===== src/rtl/stats_display_pkg.sv =====
// Shared definitions for the statistics display: counter-select state
// encodings, the hex-to-seven-segment table and small helper functions.
package stats_display_pkg;

   // Which performance counter is currently routed to the display.
   typedef enum logic [1:0] {
      SHOW_TOTAL  = 2'd0,
      SHOW_COND   = 2'd1,
      SHOW_UNCOND = 2'd2,
      SHOW_SUCC   = 2'd3
   } sel_state_t;

   // Active-low cathode patterns {dp,g,f,e,d,c,b,a}; entry n encodes hex digit n.
   localparam logic [15:0][7:0] HEX_SEG_TABLE = {
      8'h8E, 8'h86, 8'hA1, 8'hC6, 8'h83, 8'h88, 8'h90, 8'h80,
      8'hF8, 8'h82, 8'h92, 8'h99, 8'hB0, 8'hA4, 8'hF9, 8'hC0
   };

   // All cathodes off, used for blanked leading zeros.
   localparam logic [7:0] SEG_BLANK = 8'hFF;

   // Look up the segment pattern for one nibble.
   function automatic logic [7:0] hex_to_seg(input logic [3:0] nib);
      return HEX_SEG_TABLE[nib];
   endfunction

   // Cyclic successor in the select order total -> cond -> uncond -> succ.
   function automatic sel_state_t next_sel(input sel_state_t cur);
      sel_state_t nxt;
      case (cur)
         SHOW_TOTAL:  nxt = SHOW_COND;
         SHOW_COND:   nxt = SHOW_UNCOND;
         SHOW_UNCOND: nxt = SHOW_SUCC;
         SHOW_SUCC:   nxt = SHOW_TOTAL;
         default:     nxt = SHOW_TOTAL;
      endcase
      return nxt;
   endfunction

   // One-hot indicator pattern for a select state.
   function automatic logic [3:0] sel_led(input sel_state_t cur);
      logic [3:0] pat;
      case (cur)
         SHOW_TOTAL:  pat = 4'b0001;
         SHOW_COND:   pat = 4'b0010;
         SHOW_UNCOND: pat = 4'b0100;
         SHOW_SUCC:   pat = 4'b1000;
         default:     pat = 4'b0001;
      endcase
      return pat;
   endfunction

endpackage


===== src/rtl/btn_debounce.sv =====
// Push-button conditioning: two-flop synchronizer, counting debouncer and
// rising-edge detector producing a single-cycle pulse per accepted press.
module btn_debounce #(
   parameter int DEBOUNCE_CYCLES = 1000000
) (
   input  logic clk,
   input  logic rst,
   input  logic raw,
   output logic level,
   output logic rise
);

   localparam int CW = (DEBOUNCE_CYCLES > 1) ? $clog2(DEBOUNCE_CYCLES) : 1;
   localparam logic [CW-1:0] CNT_LAST = CW'(DEBOUNCE_CYCLES - 1);

   logic          sync1_r;
   logic          sync2_r;
   logic          level_r;
   logic [CW-1:0] cnt_r;
   logic          rise_r;

   // Bring the asynchronous button into the clock domain.
   always_ff @(posedge clk) begin
      if (rst) begin
         sync1_r <= 1'b0;
         sync2_r <= 1'b0;
      end else begin
         sync1_r <= raw;
         sync2_r <= sync1_r;
      end
   end

   // Accept a new level only after it has disagreed for the full window;
   // the pulse fires in the same edge that the level goes 0 -> 1.
   always_ff @(posedge clk) begin
      if (rst) begin
         level_r <= 1'b0;
         cnt_r   <= '0;
         rise_r  <= 1'b0;
      end else if (sync2_r != level_r) begin
         if (cnt_r == CNT_LAST) begin
            level_r <= sync2_r;
            cnt_r   <= '0;
            rise_r  <= sync2_r;
         end else begin
            cnt_r   <= cnt_r + CW'(1);
            rise_r  <= 1'b0;
         end
      end else begin
         cnt_r  <= '0;
         rise_r <= 1'b0;
      end
   end

   assign level = level_r;
   assign rise  = rise_r;

endmodule


===== src/rtl/stats_display.sv =====
// Multiplexed eight-digit hex display of one of four performance counters,
// selected by a debounced push-button, with an optional freeze of the value.
module stats_display #(
   parameter int SCAN_DIV        = 100000,
   parameter int DEBOUNCE_CYCLES = 1000000
) (
   input  logic        clk,
   input  logic        rst,
   input  logic [31:0] total,
   input  logic [31:0] conditional,
   input  logic [31:0] unconditional,
   input  logic [31:0] conditional_success,
   input  logic        btn_next,
   input  logic        freeze,
   output logic [7:0]  seg,
   output logic [7:0]  an,
   output logic [3:0]  led
);

   import stats_display_pkg::*;

   localparam int PW = (SCAN_DIV > 1) ? $clog2(SCAN_DIV) : 1;
   localparam logic [PW-1:0] PRESC_LAST = PW'(SCAN_DIV - 1);

   logic          btn_level_s;
   logic          adv_s;
   sel_state_t    state_r;
   logic          state_chg_r;
   logic [3:0]    led_r;
   logic [31:0]   value_r;
   logic [31:0]   sel_value_s;
   logic [PW-1:0] presc_r;
   logic [2:0]    digit_r;
   logic [31:0]   shifted_s;
   logic          blank_s;
   logic [7:0]    seg_r;
   logic [7:0]    an_r;

   btn_debounce #(
      .DEBOUNCE_CYCLES (DEBOUNCE_CYCLES)
   ) u_btn (
      .clk   (clk),
      .rst   (rst),
      .raw   (btn_next),
      .level (btn_level_s),
      .rise  (adv_s)
   );

   // Select FSM: each advance pulse steps to the next counter; remember that a
   // change happened so a frozen value still picks up the new counter once.
   always_ff @(posedge clk) begin
      if (rst) begin
         state_r     <= SHOW_TOTAL;
         state_chg_r <= 1'b0;
      end else begin
         state_chg_r <= adv_s;
         if (adv_s) begin
            state_r <= next_sel(state_r);
         end else begin
            state_r <= state_r;
         end
      end
   end

   // Indicator LEDs follow the select state one cycle later.
   always_ff @(posedge clk) begin
      if (rst) begin
         led_r <= 4'b0001;
      end else begin
         led_r <= sel_led(state_r);
      end
   end

   // Route the selected live counter.
   always_comb begin
      sel_value_s = total;
      case (state_r)
         SHOW_TOTAL:  sel_value_s = total;
         SHOW_COND:   sel_value_s = conditional;
         SHOW_UNCOND: sel_value_s = unconditional;
         SHOW_SUCC:   sel_value_s = conditional_success;
         default:     sel_value_s = total;
      endcase
   end

   // Displayed value tracks the counter unless frozen; a selection change
   // overrides the freeze for exactly one load.
   always_ff @(posedge clk) begin
      if (rst) begin
         value_r <= 32'd0;
      end else if (!freeze || state_chg_r) begin
         value_r <= sel_value_s;
      end else begin
         value_r <= value_r;
      end
   end

   // Scan timing: prescaler sets the dwell time, digit index cycles 0..7.
   always_ff @(posedge clk) begin
      if (rst) begin
         presc_r <= '0;
         digit_r <= 3'd0;
      end else if (presc_r == PRESC_LAST) begin
         presc_r <= '0;
         digit_r <= digit_r + 3'd1;
      end else begin
         presc_r <= presc_r + PW'(1);
         digit_r <= digit_r;
      end
   end

   // Align the current digit to bit 0 and detect a leading zero.
   always_comb begin
      shifted_s = value_r >> {digit_r, 2'b00};
      if ((digit_r != 3'd0) && (shifted_s == 32'd0)) begin
         blank_s = 1'b1;
      end else begin
         blank_s = 1'b0;
      end
   end

   // Register the digit enable and cathode pattern for the current digit.
   always_ff @(posedge clk) begin
      if (rst) begin
         an_r  <= 8'hFE;
         seg_r <= 8'hC0;
      end else begin
         an_r <= ~(8'd1 << digit_r);
         if (blank_s) begin
            seg_r <= SEG_BLANK;
         end else begin
            seg_r <= hex_to_seg(shifted_s[3:0]);
         end
      end
   end

   assign seg = seg_r;
   assign an  = an_r;
   assign led = led_r;

endmodule


===== config.mk =====
export PLATFORM = sky130hd
export DESIGN_NAME = stats_display
export DESIGN_NICKNAME = d
export VERILOG_FILES = /design/src/rtl/stats_display_pkg.sv /design/src/rtl/btn_debounce.sv /design/src/rtl/stats_display.sv
export SDC_FILE = /design/constraint.sdc
export NUM_CORES = 1
export LEC_CHECK = 0
export CORE_MARGIN = 1
export CORE_UTILIZATION = 47
export DETAILED_ROUTE_END_ITERATION = 8
export GPL_TIMING_DRIVEN = 0
export PLACE_DENSITY = 0.8
export SYNTH_ARGS = -nofsm -noshare
export SYNTH_HDL_FRONTEND = slang
export SYNTH_SLANG_ARGS = --single-unit

===== constraint.sdc =====
create_clock -name clk -period 3.64 [get_ports clk]
set_clock_uncertainty 0.2 [all_clocks]
set_input_delay 0.91 -clock clk [delete_from_list [all_inputs] [get_ports clk]]
set_output_delay 0.91 -clock clk [all_outputs]
set_load 0.02 [all_outputs]

* Word level (Yosys, flattened, before mapping)
Memory sizes are Yosys's and may differ from the RTL's.
Cells that the tools add are included.
** Storage, ports and cells
- Bits in registers :: 99
- ROM bits :: 128
- Input port bits :: 132
- Output and inout port bits :: 20
- Word-level logic and storage cells :: 47
- Memories kept :: 1
** Cells by class
- $add $sub $neg :: 3
- Order comparisons :: 1
- Eq/ne operators :: 6
- Shift-type cells :: 2
- Mux-type cells :: 6
- Bitwise gates (word level) :: 3
- Reductions and logical operators :: 11
** Memory list
- (no name shown) :: depth 16, bits a word 8, rd ports 1, clocked after Yosys merged registers in 0, write ports 0, line stats_display_pkg.sv:24 : return HEX_SEG_TABLE[nib];
** Operator list (number)
- case mux 32 bit (4 select lines) :: 1
- logical NOT 32 bit :: 1
- right shift 32 x 5 -> 32 bit :: 1
- adder 20 x 1 -> 20 bit (second input constant) :: 1
- equality test 20 bit (second input constant) :: 1
- adder 17 x 1 -> 17 bit (second input constant) :: 1
- equality test 17 bit (second input constant) :: 1
- case mux 4 bit (4 select lines) :: 1
- 2-to-1 mux 8 bit :: 1
- NOT 8 bit :: 1
- case mux 2 bit (4 select lines) :: 1
- left shift 1 x 3 -> 8 bit (first input constant) :: 1
- 2-to-1 mux 6 bit :: 1
- OR reduction 3 bit :: 2
- < comparator 4 x 5 -> 1 bit (second input constant) :: 1
- equality test 2 bit (second input constant) :: 2
- OR reduction 2 bit :: 2
- adder 3 x 1 -> 3 bit (second input constant) :: 1
- nonzero test 3 bit :: 1
- equality test 2 x 1 -> 1 bit (second input constant) :: 1
- logical NOT 2 bit :: 1
- NOT 1 bit :: 2
- AND reduction 2 bit :: 1
- logical AND 1 bit :: 1
- other kinds (4) :: 4

* Depth between registers and ports, before layout
Gate-level depths: netlist of the first run.
- Depth after elaboration :: 5
- Gate-level depth with buffers :: 11
- Gate-level depth less buffers :: 9

* Hierarchy
A second synthesis of the first run with hierarchy kept.
** Unflattened totals
- Cell total of the unflattened synthesis :: 632
- Area, all modules :: 5330.1 um^2
** By module, submodules not included
- stats_display :: instances 1, cells an instance 510, area an instance 4260.3 um^2
- btn_debounce :: instances 1, cells an instance 122, area an instance 1069.8 um^2

* Least setup slack after synthesis of the first run
Ideal clock, no wire load.
- Path type :: reg2reg
- Start point :: reg digit_r[1]
- End point :: reg seg_r[0], in the netlist seg[0]
- Setup time :: 74 ps
- Arrival time :: 2367 ps
- Required time :: 3366 ps
- Slack :: 998 ps
- Stages on the path, launching flop included :: 9
- Path buffers :: 1
- Cell sequence :: dfxtp_1 > buf_6 > mux4_1 > mux2i_1 > ha_1 > inv_1 > a221o_1 > a211o_1 > a31oi_1
** Between the ends
- Word-level cells in the longest chain between the ends :: 5
- Elaborated cells between the ends (all ways) :: 8
- Those cells by class :: shift (1); mux (3); reduce/logical (3); memory (1)
** Ends and longest elaborated chain
- start, declared :: line stats_display.sv:33 : logic [2:0] digit_r;
- start signal, assigned :: line stats_display.sv:105 : digit_r <= digit_r + 3'd1;
- start signal, assigned :: line stats_display.sv:108 : digit_r <= digit_r;
- branches (longest 4 deep; another with memory read (16 x 8 bit))
- 2-to-1 mux 6 bit * :: line stats_display.sv:129 : if (blank_s) begin
- end signal, assigned :: line stats_display.sv:132 : seg_r <= hex_to_seg(shifted_s[3:0]);
- end, declared :: line stats_display.sv:36 : logic [7:0] seg_r;
Every way passes the cells marked *. The select of a mux whose other input is x is not followed.
A chain may end at the register's enable or synchronous reset.

* Worst setup path after layout of the first run
Same ends and word-level chain as after synthesis.

==> results.toml, run 1 <==
[routing]
routed_via_density = 5.59
detail_route.drc_violations = 0
detailedRoute.firstPassIterationCount = 7
dr.first_iter.drc_count = 365
final_antenna_net_count = 0
totalWireLength_um = 14300
detailroute.via_count = 5116
wl_per_cell_um = 15.6

[die]
coreArea_mm2 = 0.0104
die_span_in_x_um = 105
die_y_um = 105
initial_utilization_pct = 48.5
pin_count = 152
number_of_standard_cell_rows_in_the_floorplan = 37
die_area_mm2 = 0.0111

[sta]
tightestPinTransition_ns = 0.560
timing.hold.ws_ns = 0.263
max-slew-margin-rel_pct = 61.6
totalNegativeSetupSlack_ns = 0
fin_ws_ns = 0.614
timing.final.crit_period_ns = 3.03
setup_viol = 0
final_min_period_over_clock_period_pct = 83.1
finalMaxSlewViolations = 0
maximum_clock_frequency_mhz = 330
hold_violations = 0
rsz0062_at_grt = "no"

[final_layout]
flow.area_growth_from_synthesis_pct = 37.3
layout.cells.most_common_list = "sky130_fd_sc_hd__nor2_1 (157), sky130_fd_sc_hd__clkdlybuf4s50_1 (150), sky130_fd_sc_hd__dfxtp_1 (98), sky130_fd_sc_hd__a21oi_1 (73), sky130_fd_sc_hd__a222oi_1 (32)"
final_net_count = 926
final_common_cell = "sky130_fd_sc_hd__nor2_1"
layout-drive-gt1-share_pct = 4.49
final_core_utilization_pct = 66.6

[cts]
total_cts_buffers = 9
cts_max_level = 3
clockBufferDepth = 2
ctsRootBufferMaster = "sky130_fd_sc_hd__clkbuf_8"
cts.sinks = 98
cts_tree = "yes"
cts_resized = 0
clkTransAtPathRegs_ns = 0.10
clock_latency_ns = 0.37
cts-hold-fix-buffers = 0
cts.repair_timing.setup_buffer_count = 0

[synth]
synth_fp_nets = 765
post_synthesis_mean_instance_area_um2 = 8.21
netlist_area_mm2 = 0.00503
synth.yosys.warnings = 0
synth-seq-cells = 98
synth_top_flop_cell = "sky130_fd_sc_hd__dfxtp_1"
syn_inst = 613
synth_enable_flop_cells = 0
postSynth.asyncResetShare_pct = 0
ys_types = 48
synth_seq_area_share_pct = 39.0

[placed_design]
buffer_ports.inserted = 150
preCtsSetupSlack_ns = 0.667
gpl.final_weighted_congestion = 0.918
dp_hpwl_um = 11400

[global_route]
global_route_wire_length_before_repair_um = 23600
gr-usage-met2_pct = 45.5
largest_net_degree_at_the_start_of_global_routing = 18
grt_pass1_vias = 5116
globalRoute.busiestLayer = "met2"
use_met3_pct = 3.96
gr-usage-met1_pct = 32.5
grt-ovfl-total = 0
aggregate_global_route_resource_usage_pct = 26.4
initial_antenna_violation_count = 1

[critical_path]
critPathTopFamily = "compound AO/OA/AOI/OAI gates"
cp-start-kind = "register"
timing.critical_path.slowest_stage_cell = "sky130_fd_sc_hd__mux4_2"
path_buf_inv = 4
crit_chain = "buf_6 > buf_2 > mux4_2 > nand2_1 > nand2_1 > inv_1 > ha_1 > inv_1 > a221o_1 > a211o_1 > a31oi_1"
path_class = "register to register"
cp_capture_type = "register"
critical_path.max_stage_delay_ns = 0.54
worstPathMaxFanout = 10
worstPathRequired_ns = 3.73
worst_ep_arrival_time_ns = 3.12

[pwr]
leakage_nw = 2.49
worst_ir_drop_vdd_mv = 0.228
total_power_mw = 2.16
power-per-cell-area_mw_per_mm2 = 313

[flow_run]
timing.max_cap.violations = 0

[hold_path]
min_path_type = "register to register"

[run_status]
status = "complete, no violations"
[final timing paths]
path | from | to | slack [ns] | cells past startpoint
setup reg to reg | digit_r[1]$_SDFFE_PP0P_ | seg[0]$_SDFF_PP0_ | 0.61 | 11
hold / removal | presc_r[0]$_SDFF_PP0_ | presc_r[0]$_SDFF_PP0_ | 0.26 | 1
setup / recovery | digit_r[1]$_SDFFE_PP0P_ | seg[0]$_SDFF_PP0_ | 0.61 | 11
hold reg to reg | presc_r[0]$_SDFF_PP0_ | presc_r[0]$_SDFF_PP0_ | 0.26 | 1
[where the power goes]
part / total, mW / leakage, nW / switching [mW] / internal [mW]
clock: 0.718 / 0.0979 / 0.391 / 0.327
sequential: 1.13 / 0.798 / 0.0261 / 1.10
combinational: 0.318 / 1.59 / 0.125 / 0.193
total: 2.16 / 2.49 / 0.542 / 1.62
[state kept, by name, indices dropped and copies added (netlist names), 2 cells and up]
register,count
state_r,2
presc_r,17
an,8
led,4
u_btn.cnt_r,20
value_r,32
digit_r,3
seg,7
[metal layers]
layer	wire, um	share of wire, %	up-vias
met3	774	5.4	32
met4	401	2.8	0
met5	0	0	-
met2	6900	48	201
met1	6250	44	2382
li1	-	-	2501
[area by class of cell]
cell class	count	area (um2)
clock buffers	10	128
repair buffers	150	1500
flip-flops and latches	98	1960
fillers	895	3460
inverters	15	56.3
plain buffers	40	179
clock inverters	6	72.6
well taps	136	170
multi-input cells	460	2830
diodes	1	2.50
[kinds of logic (layout without fill, tap and decap cells)]
family / Yosys count / count (layout) / synth area share, %
AO/OA/AOI/OAI: 123 / 123 / 16.2
AND/OR/NAND/NOR: 265 / 265 / 23.6
adder cells (fa/ha/maj): 20 / 20 / 4.97
flip-flops: 98 / 98 / 39.0
multiplexers: 18 / 18 / 5.74
other: 1 / 2 / 0.0745
buffers and inverters: 55 / 221 / 4.68
XOR/XNOR: 33 / 33 / 5.74
[synth_stat cells (2+ instances only)]
cell / number / area share, %
sky130_fd_sc_hd__inv_1: 14 / 1.0
sky130_fd_sc_hd__ha_1: 20 / 5.0
sky130_fd_sc_hd__mux4_1: 2 / 1.0
sky130_fd_sc_hd__o21ai_0: 2 / 0.20
sky130_fd_sc_hd__xnor2_1: 15 / 2.6
sky130_fd_sc_hd__nand4_1: 6 / 0.75
sky130_fd_sc_hd__nor2b_1: 9 / 1.1
sky130_fd_sc_hd__buf_2: 5 / 0.50
sky130_fd_sc_hd__a222oi_1: 32 / 6.4
sky130_fd_sc_hd__nand3_1: 25 / 2.5
sky130_fd_sc_hd__mux2i_1: 9 / 1.8
sky130_fd_sc_hd__nor3_1: 3 / 0.30
sky130_fd_sc_hd__o21ai_1: 2 / 0.20
sky130_fd_sc_hd__xor2_1: 18 / 3.1
sky130_fd_sc_hd__or2_1: 2 / 0.25
sky130_fd_sc_hd__or3_1: 6 / 0.75
sky130_fd_sc_hd__nand2_1: 29 / 2.2
sky130_fd_sc_hd__a22oi_1: 2 / 0.30
sky130_fd_sc_hd__buf_1: 3 / 0.22
sky130_fd_sc_hd__and3_1: 6 / 0.75
sky130_fd_sc_hd__clkbuf_1: 27 / 2.0
sky130_fd_sc_hd__and4_1: 3 / 0.52
sky130_fd_sc_hd__a211oi_1: 2 / 0.30
sky130_fd_sc_hd__a21oi_1: 73 / 7.3
sky130_fd_sc_hd__nor4_1: 11 / 1.4
sky130_fd_sc_hd__a31oi_1: 3 / 0.37
sky130_fd_sc_hd__dfxtp_1: 98 / 39
sky130_fd_sc_hd__nor4b_1: 2 / 0.35
sky130_fd_sc_hd__buf_4: 4 / 0.60
sky130_fd_sc_hd__mux4_2: 6 / 2.7
sky130_fd_sc_hd__nor2_1: 157 / 12
[per-stage QoR]
| step | cells | cell area [um2] |
|---|---|---|
| CTS | 915 | 6900 |
| finish | 916 | 6910 |
| global placement | 899 | 6700 |
| global route | 916 | 6910 |
| floorplan | 613 | 5030 |
| detailed placement | 899 | 6700 |
Note: power is estimated with default switching activity, not from simulation.
==> run 2, diff against run 1 <==
- CORE_UTILIZATION: 47 -> 43
- PLACE_DENSITY: 0.8 -> 0.77
- clock period: 3.64 -> 2.45 ns (I/O delays scaled with it)
==> run 2 against run 1 <==
- the run now ends with setup timing left
- wire length rose by 5.8%
- global-route usage fell by 0.81 points
- worst setup slack got worse by 0.66 ns
- via count rose by 0.90%
- critical endpoint is now seg[3]$_SDFF_PP0_
==> results.toml, run 2 (same netlist as run 1, synthesis figures left out) <==
[cts]
cts_tree = "yes"
clock_latency_ns = 0.33
clkTransAtPathRegs_ns = 0.07
cts.sinks = 98
cts_max_level = 3
clockBufferDepth = 2
ctsRootBufferMaster = "sky130_fd_sc_hd__clkbuf_16"
total_cts_buffers = 9

[final_layout]
largestRegisters = "value_r: 32 flops, u_btn.cnt_r: 20 flops, presc_r: 17 flops"
largest_register_ffs = 32
biggest_register = "value_r"
layout.cells.most_common_list = "sky130_fd_sc_hd__nor2_1 (157), sky130_fd_sc_hd__clkdlybuf4s50_1 (150), sky130_fd_sc_hd__dfxtp_1 (96), sky130_fd_sc_hd__a21oi_1 (70), sky130_fd_sc_hd__a222oi_1 (32)"
final_net_count = 938
final-seq-area_mm2 = 0.00196
multiInputGateArea_mm2 = 0.00290
flow.area_growth_from_synthesis_pct = 43.2
diodes = 0
layout-drive-gt1-share_pct = 9.23
fillcell_total = 938
final_common_cell = "sky130_fd_sc_hd__nor2_1"
final_area_mm2 = 0.00720

[die]
die_area_mm2 = 0.0121
die_y_um = 110
number_of_standard_cell_rows_in_the_floorplan = 39
die_span_in_x_um = 110
initial_utilization_pct = 44.1
pin_count = 152
coreArea_mm2 = 0.0114

[sta]
maximum_clock_frequency_mhz = 401
timing.final.crit_period_ns = 2.50
finalMaxSlewViolations = 0
setup_viol = 6
fin_ws_ns = -0.0468
tightestPinTransition_ns = 0.655
hold_violations = 0
final_min_period_over_clock_period_pct = 102
rsz0062_at_grt = "yes"
max-slew-margin-rel_pct = 56.3

[global_route]
initial_antenna_violation_count = 0
grt_pass1_vias = 5184
global_route_wire_length_before_repair_um = 23900
aggregate_global_route_resource_usage_pct = 25.5
largest_net_degree_at_the_start_of_global_routing = 17
grt-ovfl-total = 0

[critical_path]
cp_capture_type = "register"
rr_endpoint = "seg[3]$_SDFF_PP0_"
regToRegSetupSlack_ns = -0.05
worstPathMaxFanout = 5
path_class = "register to register"
cp-start-kind = "register"
worst_ep_arrival_time_ns = 2.56
rr_startpoint = "digit_r[1]$_SDFFE_PP0P_"
worst_r2r_path_depth = 9
worstPathRequired_ns = 2.51

[routing]
detail_route.drc_violations = 0
dr.first_iter.drc_count = 536
final_antenna_net_count = 0
detailroute.via_count = 5162
wl_per_cell_um = 16.2
routed_via_density = 5.53
totalWireLength_um = 15200
detailedRoute.firstPassIterationCount = 8

[run_status]
failed_checks = "setup timing"
status = "complete, but fails checks"

[pwr]
p_int_mw = 2.76
power.share.combinational_pct = 13.9
worst_ir_drop_vdd_mv = 0.454
seq_power_share_pct = 46.7
clkPwrFrac_pct = 39.4
power.share.switching_pct = 23.0
p_switching_mw = 0.827
power-per-cell-area_mw_per_mm2 = 498
leakage_nw = 2.60

[flow_run]
timing.max_cap.violations = 0

[placed_design]
gpl.final_weighted_congestion = 0.996
buffer_ports.inserted = 150
dp_hpwl_um = 11800
dpl_cell_area_mm2 = 0.00674
preCtsSetupSlack_ns = -0.292

[hold_path]
hold_end = "presc_r[0]$_SDFF_PP0_"
hold_path.startpoint = "presc_r[0]$_SDFF_PP0_"
min_path_type = "register to register"
worst_hold_path.num_cells = 1
## run 2: worst max-delay path by stage
| stage | slack (ns) | cells past startpoint | start | to |
|---|---|---|---|---|
| finish | -0.05 | 9 | digit_r[1]$_SDFFE_PP0P_ | seg[3]$_SDFF_PP0_ |
| global placement | -0.26 | 11 | digit_r[1]$_SDFFE_PP0P_ | seg[0]$_SDFF_PP0_ |
| floorplan | -0.06 | 11 | digit_r[1]$_SDFFE_PP0P_ | seg[0]$_SDFF_PP0_ |
| CTS | -0.05 | 11 | digit_r[1]$_SDFFE_PP0P_ | seg[2]$_SDFF_PP0_ |
| detailed placement | -0.29 | 11 | digit_r[1]$_SDFFE_PP0P_ | seg[0]$_SDFF_PP0_ |
| global route | -0.13 | 9 | digit_r[1]$_SDFFE_PP0P_ | seg[3]$_SDFF_PP0_ |
## run 2: worst max-delay path, stage by stage, from the launching register on
cell                       delay, ns
sky130_fd_sc_hd__dfxtp_2        0.34
sky130_fd_sc_hd__buf_8          0.12
sky130_fd_sc_hd__mux4_2         0.53
sky130_fd_sc_hd__mux2i_4        0.27
sky130_fd_sc_hd__buf_4          0.16
sky130_fd_sc_hd__buf_4          0.12
sky130_fd_sc_hd__ha_1           0.25
sky130_fd_sc_hd__o211ai_1       0.19
sky130_fd_sc_hd__o21ai_1        0.11
sky130_fd_sc_hd__a21oi_2        0.13
## run 2: layout make-up
type,count,area share [%]
plain buffers,40,2.81
clock buffers,10,3.32
clock inverters,6,0.903
inverters,15,0.816
multi-input cells,460,40.3
flip-flops and latches,98,27.3
well taps,143,2.48
repair buffers,162,22.1
## run 2: repair_timing
item | in CTS | in global routing
gates resized for setup | 9 | 19
setup buffers | 9 | 3
hold buffers | 0 | 0
pin swaps | 5 | 6
setup endpoints to repair | 7 | 34
## run 2: power by group through the flow
stage	Sequential [mW]	Clock [mW]	Combinational [mW]
after global placement	1.71	0	0.458
final	1.68	1.41	0.499
after CTS	1.67	1.43	0.482
after global routing	1.68	1.49	0.537
after detailed placement	1.71	0	0.468
after floorplan	1.70	0	0.186
## run 2: per-stage QoR
| stage | power (mW) | utilization (%) | hold WS (ns) | setup TNS (ns) | cells |
|---|---|---|---|---|---|
| floorplan | 1.89 | - | 0.214 | -0.220 | 613 |
| CTS | 3.58 | 62.6 | 0.256 | -0.0823 | 931 |
| global placement | 2.17 | 59.0 | 0.226 | -5.18 | 906 |
| detailed placement | 2.18 | 59.0 | 0.235 | -6.66 | 906 |
| finish | 3.59 | 63.1 | 0.254 | -0.175 | 934 |
| global route | 3.71 | 63.1 | 0.286 | -0.868 | 934 |
## run 2: per-layer routing
layer  vias up  share of wire (%)  global-route usage [%]
met3        22                5.5                    4.12
met4         0                1.5                    8.55
met1      2445                 42                    30.3
met5         -                  0                       0
met2       178                 51                    46.7
li1       2517                  -                       -
